[src/rtl/approx_err_pkg.sv]
// Shared types and default widths for the approximate-adder error monitor.
package approx_err_pkg;

  localparam int unsigned N         = 16;
  localparam int unsigned FRAC      = 8;
  localparam int unsigned CNT_W     = 32;
  localparam int unsigned ED_W      = N;
  localparam int unsigned Q_W       = N + FRAC;
  localparam int unsigned SUM_RED_W = N + FRAC + CNT_W;

  typedef enum logic [1:0] {
    StIdle,
    StRun,
    StDiv,
    StDone
  } state_e;

endpackage

[src/rtl/seq_restoring_div.sv]
// Unsigned radix-2 restoring divider: one quotient bit per cycle, DW iterations per load.
// q_valid marks the final iteration; quotient carries the finished result in that same cycle.
module seq_restoring_div #(
  parameter int unsigned DW = 24,
  parameter int unsigned VW = 16
) (
  input  logic          clk,
  input  logic          rst,
  input  logic          load,
  input  logic [DW-1:0] dividend,
  input  logic [VW-1:0] divisor,
  output logic          busy,
  output logic          q_valid,
  output logic [DW-1:0] quotient
);

  localparam int unsigned CntW = $clog2(DW + 1);

  logic [CntW-1:0] cnt_q;
  logic [DW-1:0]   dvd_q, dvd_d;
  logic [VW-1:0]   rem_q, rem_d, dvs_q;
  logic [VW:0]     rem_sh, trial;

  // One restoring step: shift in the next dividend bit, subtract if it fits.
  always_comb begin
    rem_sh = {rem_q, dvd_q[DW-1]};
    trial  = rem_sh - {1'b0, dvs_q};
    rem_d  = rem_sh[VW-1:0];
    dvd_d  = {dvd_q[DW-2:0], 1'b0};
    if (rem_sh >= {1'b0, dvs_q}) begin
      rem_d = trial[VW-1:0];
      dvd_d = {dvd_q[DW-2:0], 1'b1};
    end
  end

  // Iteration state; the dividend register fills with quotient bits from the LSB.
  always_ff @(posedge clk or posedge rst) begin
    if (rst) begin
      cnt_q <= '0;
      dvd_q <= '0;
      rem_q <= '0;
      dvs_q <= '0;
    end else if (load) begin
      cnt_q <= CntW'(DW);
      dvd_q <= dividend;
      rem_q <= '0;
      dvs_q <= divisor;
    end else if (busy) begin
      cnt_q <= cnt_q - CntW'(1);
      dvd_q <= dvd_d;
      rem_q <= rem_d;
    end
  end

  assign busy     = (cnt_q != '0);
  assign q_valid  = (cnt_q == CntW'(1));
  assign quotient = dvd_d;

endmodule

[src/rtl/approx_error_monitor.sv]
// Accumulates raw ER/MED/MRED/NMED terms over a stream of (approx, exact) sum pairs.
// The host divides the accumulators by the sample counts afterwards.
module approx_error_monitor #(
  parameter int unsigned N     = approx_err_pkg::N,
  parameter int unsigned CNT_W = approx_err_pkg::CNT_W,
  parameter int unsigned FRAC  = approx_err_pkg::FRAC
) (
  input  logic                    clk,
  input  logic                    rst,
  input  logic                    start,
  input  logic [CNT_W-1:0]        num_samples,
  input  logic                    in_valid,
  output logic                    in_ready,
  input  logic [N-1:0]            approx_s,
  input  logic [N-1:0]            exact_s,
  output logic                    busy,
  output logic                    done,
  output logic [CNT_W-1:0]        err_count,
  output logic [N+CNT_W-1:0]      sum_ed,
  output logic [N-1:0]            max_ed,
  output logic [N+FRAC+CNT_W-1:0] sum_red,
  output logic [CNT_W-1:0]        nz_count
);

  import approx_err_pkg::*;

  localparam int unsigned QW     = N + FRAC;
  localparam int unsigned SumEdW = N + CNT_W;
  localparam int unsigned SumRdW = N + FRAC + CNT_W;

  state_e          state_q, state_d;
  logic [CNT_W-1:0] remaining_q;
  logic [N-1:0]    ed;
  logic            accept, start_ok, need_div;
  logic            div_busy, div_q_valid;
  logic [QW-1:0]   div_quotient;

  assign ed       = (approx_s >= exact_s) ? (approx_s - exact_s) : (exact_s - approx_s);
  assign accept   = in_valid && in_ready;
  assign start_ok = start && ((state_q == StIdle) || (state_q == StDone));
  // Zero exact sums are excluded from MRED; zero ED gives a zero quotient without dividing.
  assign need_div = (exact_s != '0) && (ed != '0);

  seq_restoring_div #(
    .DW (QW),
    .VW (N)
  ) u_div (
    .clk      (clk),
    .rst      (rst),
    .load     (accept && need_div),
    .dividend ({ed, {FRAC{1'b0}}}),
    .divisor  (exact_s),
    .busy     (div_busy),
    .q_valid  (div_q_valid),
    .quotient (div_quotient)
  );

  // State register.
  always_ff @(posedge clk or posedge rst) begin
    if (rst) begin
      state_q <= StIdle;
    end else begin
      state_q <= state_d;
    end
  end

  // Next-state decode.
  always_comb begin
    state_d = state_q;
    unique case (state_q)
      StIdle, StDone: begin
        if (start) begin
          state_d = (num_samples == '0) ? StDone : StRun;
        end
      end
      StRun: begin
        if (accept) begin
          if (need_div) begin
            state_d = StDiv;
          end else if (remaining_q == CNT_W'(1)) begin
            state_d = StDone;
          end
        end
      end
      StDiv: begin
        if (div_q_valid) begin
          state_d = (remaining_q == '0) ? StDone : StRun;
        end
      end
      default: state_d = StIdle;
    endcase
  end

  // Handshake and status outputs follow the state directly.
  always_comb begin
    in_ready = (state_q == StRun);
    busy     = (state_q == StRun) || (state_q == StDiv);
    done     = (state_q == StDone);
  end

  // Accumulators: cleared on start, updated the cycle after acceptance or quotient arrival.
  always_ff @(posedge clk or posedge rst) begin
    if (rst) begin
      remaining_q <= '0;
      err_count   <= '0;
      sum_ed      <= '0;
      max_ed      <= '0;
      sum_red     <= '0;
      nz_count    <= '0;
    end else if (start_ok) begin
      remaining_q <= num_samples;
      err_count   <= '0;
      sum_ed      <= '0;
      max_ed      <= '0;
      sum_red     <= '0;
      nz_count    <= '0;
    end else if (accept) begin
      remaining_q <= remaining_q - CNT_W'(1);
      if (ed != '0) begin
        err_count <= err_count + CNT_W'(1);
      end
      if (exact_s != '0) begin
        nz_count <= nz_count + CNT_W'(1);
      end
      sum_ed <= sum_ed + SumEdW'(ed);
      if (ed > max_ed) begin
        max_ed <= ed;
      end
    end else if ((state_q == StDiv) && div_q_valid) begin
      sum_red <= sum_red + SumRdW'(div_quotient);
    end
  end

  // Divider busy is implied by StDiv; kept only as a handy probe.
  logic unused_div_busy;
  assign unused_div_busy = div_busy;

endmodule

[config.mk]
export PLATFORM = sky130hd
export DESIGN_NAME = approx_error_monitor
export DESIGN_NICKNAME = d
export VERILOG_FILES = /design/src/rtl/approx_err_pkg.sv /design/src/rtl/seq_restoring_div.sv /design/src/rtl/approx_error_monitor.sv
export SDC_FILE = /design/constraint.sdc
export NUM_CORES = 1
export LEC_CHECK = 0
export ABC_CLOCK_PERIOD_IN_PS = 9450
export CORE_MARGIN = 2
export CORE_UTILIZATION = 35
export CTS_CLUSTER_DIAMETER = 40
export DETAILED_ROUTE_END_ITERATION = 16
export PLACE_DENSITY = 0.56
export SLEW_MARGIN = 20
export SYNTH_ARGS = -nofsm -noshare
export SYNTH_HDL_FRONTEND = slang
export SYNTH_SLANG_ARGS = --single-unit
[constraint.sdc]
create_clock -name clk -period 9.45 [get_ports clk]
set_clock_uncertainty 0.05 [all_clocks]
set_input_delay 1.89 -clock clk [delete_from_list [all_inputs] [get_ports clk]]
set_output_delay 1.89 -clock clk [all_outputs]
set_load 0.03 [all_outputs]
Yosys cells after proc, flatten, opt, wreduce, memory -nomap -nowiden

Index checks and enable logic that the tools add are counted.

Register bits after elaboration: 279
Bits of input ports: 68
Output and inout bits: 187
Logic and storage cells: 91

Add/subtract/negate cells: 9
Order comparisons: 3
Eq/ne operators: 10
Multiplexer cells: 33
Reductions and logical operators: 25

Operators by type and width:

| kind                                                 | number |
|---|---|
| two-way mux 32 bit                                   | 8 |
| two-way mux 56 bit                                   | 3 |
| two-way mux 16 bit                                   | 7 |
| two-way mux 48 bit                                   | 2 |
| adder 32 x 1 -> 32 bit, second input constant        | 2 |
| zero test 32 bit                                     | 2 |
| adder 56 x 24 -> 56 bit                              | 1 |
| adder 48 x 16 -> 48 bit                              | 1 |
| two-way mux 24 bit                                   | 2 |
| subtractor 16 bit                                    | 3 |
| equality test 32 x 1 -> 1 bit, second input constant | 1 |
| nonzero test 16 bit                                  | 2 |
| subtractor 32 x 1 -> 32 bit, second input constant   | 1 |
| greater-or-equal comparator 17 x 16 -> 1 bit         | 1 |
| greater-or-equal comparator 16 bit                   | 1 |
| greater-than comparator 16 bit                       | 1 |
| two-way mux 2 bit                                    | 7 |
| nonzero test 2 bit                                   | 6 |
| two-way mux 5 bit                                    | 2 |
| AND reduction 2 bit                                  | 4 |
| case mux 2 bit (3 select lines)                      | 1 |
| equality test 5 x 1 -> 1 bit, second input constant  | 1 |
| logical AND 1 bit                                    | 5 |
| nonzero test 5 bit                                   | 1 |
| other kinds (11)                                     | 15 |

Longest topological paths before layout

Depth in word-level cells: 7
Depth in mapped cells: 26
Depth with buffers taken out: 24

Cells and area by module

A second synthesis with hierarchy kept.

Cell total of the unflattened synthesis: 2211
Area, all modules: 18978.2 µm²

Modules (own cells, without submodules):

| module               | instances | cells an instance | area an instance (µm²) | sequential area each (µm²) |
|---|---|---|---|---|
| approx_error_monitor | 1         | 1771              | 15043.2                | 5455.2 |
| seq_restoring_div    | 1         | 440               | 3935.0                 | 1526.5 |

Worst setup path after synthesis

OpenSTA, ideal clock, no wires.

Path kind: input -> register
Start point: input port approx_s[0]
End point: register sum_ed[38]
Library setup time: 0.132 ns
Arrival time: 6.378 ns
Required time: 9.268 ns
Setup slack: 2.890 ns
Stages on the path: 24
Buffers on the path: 2
Cells stage by stage: inv_1 > ha_1 > inv_1 > fa_1 > a21oi_1 > o2111ai_1 > a221oi_1 > buf_4 > and3_1 > nor3_1 > nand2b_1 > ha_1 > nand3_1 > a21boi_0 > o21ai_0 > a21boi_0 > o211ai_1 > a21oi_1 > o41ai_1 > a211oi_1 > clkbuf_1 > nand3_1 > xor2_1 > nor2_1

Word-level cells in the longest chain between the ends: 5
Elaborated cells between the ends (all ways): 7
Classes of those cells: add/sub (3); order compare (1); mux (3)

RTL lines:

| what                                                                           | line                        | RTL |
|---|---|---|
| from (decl)                                                                    | approx_error_monitor.sv:14  | `input logic [N-1:0] approx_s,` |
| subtractor 16 bit / greater-or-equal comparator 16 bit (equally long branches) | approx_error_monitor.sv:38  | `assign ed = (approx_s >= exact_s) ? (approx_s - exact_s) : (exact_s - approx_s);` |
| two-way mux 16 bit *                                                           | approx_error_monitor.sv:38  |  |
| adder 48 x 16 -> 48 bit *                                                      | approx_error_monitor.sv:125 | `sum_ed <= sum_ed + SumEdW'(ed);` |
| two-way mux 48 bit *                                                           | approx_error_monitor.sv:117 | `end else if (accept) begin` |
| two-way mux 48 bit *                                                           | approx_error_monitor.sv:110 | `end else if (start_ok) begin` |
| to (signal assigned)                                                           | approx_error_monitor.sv:125 |  |
| to (decl)                                                                      | approx_error_monitor.sv:19  | `output logic [N+CNT_W-1:0] sum_ed,` |

Every way passes the cells marked *; elsewhere a longest branch is shown, timed or not. The select of a mux whose other input is x is not followed.
A chain may end at the register's enable or synchronous reset.

Final worst setup path

Start point: input port exact_s[1]
End point: register sum_ed[46]

Word-level cells in the longest chain between the ends: 5
Elaborated cells between the ends (all ways): 7
Classes of those cells: add/sub (3); order compare (1); mux (3)

RTL lines:

| what                                                                           | line                        | RTL |
|---|---|---|
| from (decl)                                                                    | approx_error_monitor.sv:15  | `input logic [N-1:0] exact_s,` |
| subtractor 16 bit / greater-or-equal comparator 16 bit (equally long branches) | approx_error_monitor.sv:38  |  |
| two-way mux 16 bit *                                                           | approx_error_monitor.sv:38  |  |
| adder 48 x 16 -> 48 bit *                                                      | approx_error_monitor.sv:125 |  |
| two-way mux 48 bit *                                                           | approx_error_monitor.sv:117 |  |
| two-way mux 48 bit *                                                           | approx_error_monitor.sv:110 |  |

Marks and branches as above.

==> impl_metrics.sql <==
INSERT INTO impl_metrics (metric_group, metric, value, unit) VALUES
('clocking', 'clk_pin_slew_worst_paths', '0.06', 'ns'),
('synthesis', 'synthTopCellsByArea', 'sky130_fd_sc_hd__dfrtp_1, sky130_fd_sc_hd__ha_1, sky130_fd_sc_hd__nand2_1, sky130_fd_sc_hd__nor2_1, sky130_fd_sc_hd__xnor2_1', ''),
('synthesis', 'synth_sequential_area_ratio', '38.5', '%'),
('clocking', 'worstSkewPairLatency', '0.62', 'ns'),
('detailed_routing', 'detailroute.via_count', '16100', ''),
('floorplanning', 'initial_core_util', '35.4', '%'),
('power', 'power.internal', '3.98', 'mW'),
('floorplanning', 'placeable_core_region', '51200', 'um^2'),
('worst_hold_path', 'min_path_cells', '2', ''),
('power', 'p_leak', '10.4', 'nW'),
('detailed_routing', 'drt.antenna.violating_nets', '0', ''),
('synthesis', 'syn-mean-instance-area', '8.75', 'um^2'),
('run_status', 'outcome', 'finished clean', ''),
('synthesis', 'postSynthNetCount', '2259', ''),
('floorplanning', 'design.die.area', '53600', 'um^2'),
('worst_setup_path', 'startpoint_type', 'primary input', ''),
('global_route', 'grt.overflow.total', '0', ''),
('detailed_routing', 'routedWlPerCell', '18.7', 'um'),
('detailed_routing', 'routed-wl-met3', '3340', 'um'),
('final_layout', 'area_growth', '29.9', '%'),
('sta', 'final_min_period_over_clock_period', '79.1', '%'),
('place', 'gp_congestion', '0.858', ''),
('worst_setup_path', 'r2r-end', 'sum_red[44]', ''),
('detailed_routing', 'route.detailed.vias_per_inst', '5.29', ''),
('detailed_routing', 'drt-met1-wl', '25800', 'um'),
('synthesis', 'synth_area', '18100', 'um^2'),
('detailed_routing', 'wl_met2', '25800', 'um'),
('clocking', 'clock_sinks', '279', ''),
('worst_setup_path', 'end_kind', 'flop', ''),
('global_route', 'grt_pass1_vias', '16200', ''),
('global_route', 'grt_first_pass_wirelength', '90300', 'um'),
('worst_setup_path', 'worstPathArrival', '7.87', 'ns'),
('clocking', 'cts-root-buf', 'sky130_fd_sc_hd__clkbuf_16', ''),
('sta', 'report.final.setup_viol', '0', ''),
('sta', 'worst_max_slew_margin_expressed_relative_to_the_limit', '33.0', '%'),
('detailed_routing', 'drc', '0', ''),
('floorplanning', 'die_height', '232', 'um'),
('sta', 'hold_violation_count_in_the_final_report', '0', ''),
('worst_setup_path', 'capture_point_of_the_critical_path', 'sum_ed[46]', ''),
('worst_setup_path', 'worst-r2r-cell-count', '24', ''),
('final_layout', 'final_nets', '2508', ''),
('clocking', 'post_cts_resized', '0', ''),
('synthesis', 'synth_top_cell_area_share', '38.5', '%'),
('detailed_routing', 'top_signal_layer_used', 'met4', ''),
('synthesis', 'yosysTopAreaCell', 'sky130_fd_sc_hd__dfrtp_1', ''),
('synthesis', 'cell_with_the_most_instances_after_synthesis', 'sky130_fd_sc_hd__dfrtp_1', ''),
('clocking', 'tritoncts', 'built', ''),
('synthesis', 'edff_count_synth', '0', ''),
('power', 'flop_pwr_share', '26.2', '%'),
('clocking', 'clock_tree.htree_level_count', '2', ''),
('power', 'net_sw_share', '38.8', '%'),
('clocking', 'max-clock-path-buffers', '3', ''),
('sta', 'timing.final.crit_period', '7.48', 'ns'),
('worst_setup_path', 'rrSetupSlack', '2.57', 'ns'),
('worst_setup_path', 'worstReg2RegStart', 'u_div.dvs_q[1]', ''),
('worst_hold_path', 'timing.hold.worst.class', 'flop to flop', ''),
('final_layout', 'layout-drive-gt1-share', '7.60', '%'),
('synthesis', 'synth-compound-area-share', '18.2', '%'),
('detailed_routing', 'drtIter0Drc', '858', ''),
('sta', 'transition_time_of_the_tightest_slew_check_pin', '1.01', 'ns'),
('synthesis', 'number_of_instances_in_the_synthesized_netlist', '2070', ''),
('clocking', 'holdBufCountCts', '0', ''),
('sta', 'timing.setup.tns', '0', 'ns'),
('final_layout', 'fillCellCount', '4903', ''),
('global_route', 'grt_max_degree', '158', ''),
('detailed_routing', 'detailedRoute.firstPassIterationCount', '5', ''),
('synthesis', 'multiplexer_area_fraction_after_synthesis', '1.39', '%'),
('worst_setup_path', 'crit_start', 'exact_s[1]', ''),
('synthesis', 'synth-xor-area-share', '7.98', '%'),
('synthesis', 'synth.yosys.warnings', '0', ''),
('power', 'portion_of_total_power_attributed_to_combinational_logic', '39.3', '%');
per-stage QoR:
stage	util, %	area (um^2)	total power [mW]	std cells
3_3_place_gp	41.7	21400	4.21	2938
4_1_cts	45.9	23500	6.56	3047
3_5_place_dp	41.7	21400	4.26	2938
6_report	46.0	23500	6.50	3048
5_1_grt	46.0	23500	6.96	3048
2_1_floorplan	-	18100	3.49	2070
worst max-delay path, stage by stage:
cell	delay (ns)
sky130_fd_sc_hd__clkdlybuf4s50_1	0.61
sky130_fd_sc_hd__inv_1	0.13
sky130_fd_sc_hd__fa_1	0.45
sky130_fd_sc_hd__a21oi_1	0.26
sky130_fd_sc_hd__o2111ai_1	0.21
sky130_fd_sc_hd__a221o_1	0.55
sky130_fd_sc_hd__nor2_2	0.49
sky130_fd_sc_hd__o211a_1	0.42
sky130_fd_sc_hd__ha_1	0.31
sky130_fd_sc_hd__a21oi_1	0.18
sky130_fd_sc_hd__a21boi_0	0.13
sky130_fd_sc_hd__o21ai_0	0.22
sky130_fd_sc_hd__a21boi_0	0.15
sky130_fd_sc_hd__o211ai_1	0.24
sky130_fd_sc_hd__a21oi_1	0.14
sky130_fd_sc_hd__o41ai_1	0.74
sky130_fd_sc_hd__a211oi_4	0.32
sky130_fd_sc_hd__nand4_1	0.20
sky130_fd_sc_hd__xor2_1	0.16
sky130_fd_sc_hd__nor2_1	0.05
worst min-delay path by stage:
stage | endpoint
detailed placement | u_div.dvs_q[0]
CTS | u_div.dvs_q[0]
global route | u_div.dvs_q[0]
floorplan | u_div.dvs_q[0]
global placement | u_div.dvs_q[0]
finish | u_div.dvs_q[0]
area by class of cell:
class,instances,area [um^2],area share (%)
flip-flops and latches,279,6980,29.7
well taps,680,851,3.62
inverters,110,417,1.77
repair buffers,281,2770,11.8
clock buffers,68,1540,6.55
multi-input cells,1589,10400,44.0
clock inverters,41,612,2.60
cell families after synthesis:
group,count (synthesis)
xor+xnor,165
mux,25
flops,279
compound gates,482
fa+ha+maj,121
simple gates,796
buf+inv,202
flip-flops by register name, indices dropped and copies added, names as in the netlist, 24 cells and up:
signal and count:
err_count 32, remaining_q 32, sum_ed 48, u_div.dvd_q 24, sum_red 56, nz_count 32
cell usage in the layout, fill, tap and decap left out, drive strengths merged, types with 18 or more instances in the layout:
cell           count
ha               116
clkdlybuf4s50    254
and2              25
nand3             49
clkinv            18
nor3              47
a22o              24
a211oi            36
clkbuf            68
nor2             232
mux2i             24
and4              18
a31oi             30
xnor2             84
dfrtp            279
nand4             41
nand2            240
buf               27
o21ai            106
a21oi            123
and3              39
inv              118
a21o              38
xor2              81
nor4              24
or3               29
layer usage:
layer | GRT usage, % | up-vias
met1 | 28.2 | 7804
met4 | 7.62 | 0
met2 | 33.6 | 360
li1 | - | 7840
met5 | 0 | -
met3 | 4.95 | 109
power groups by stage:
| stage | clock network [mW] | logic [mW] | registers (mW) |
|---|---|---|---|
| 6_report | 2.24 | 2.55 | 1.70 |
| 5_1_grt | 2.35 | 2.86 | 1.74 |
| 2_1_floorplan | 0 | 1.72 | 1.77 |
| 4_1_cts | 2.30 | 2.56 | 1.70 |
| 3_5_place_dp | 0 | 2.54 | 1.71 |
| 3_3_place_gp | 0 | 2.50 | 1.71 |
Power figures use the tool's default switching activity.
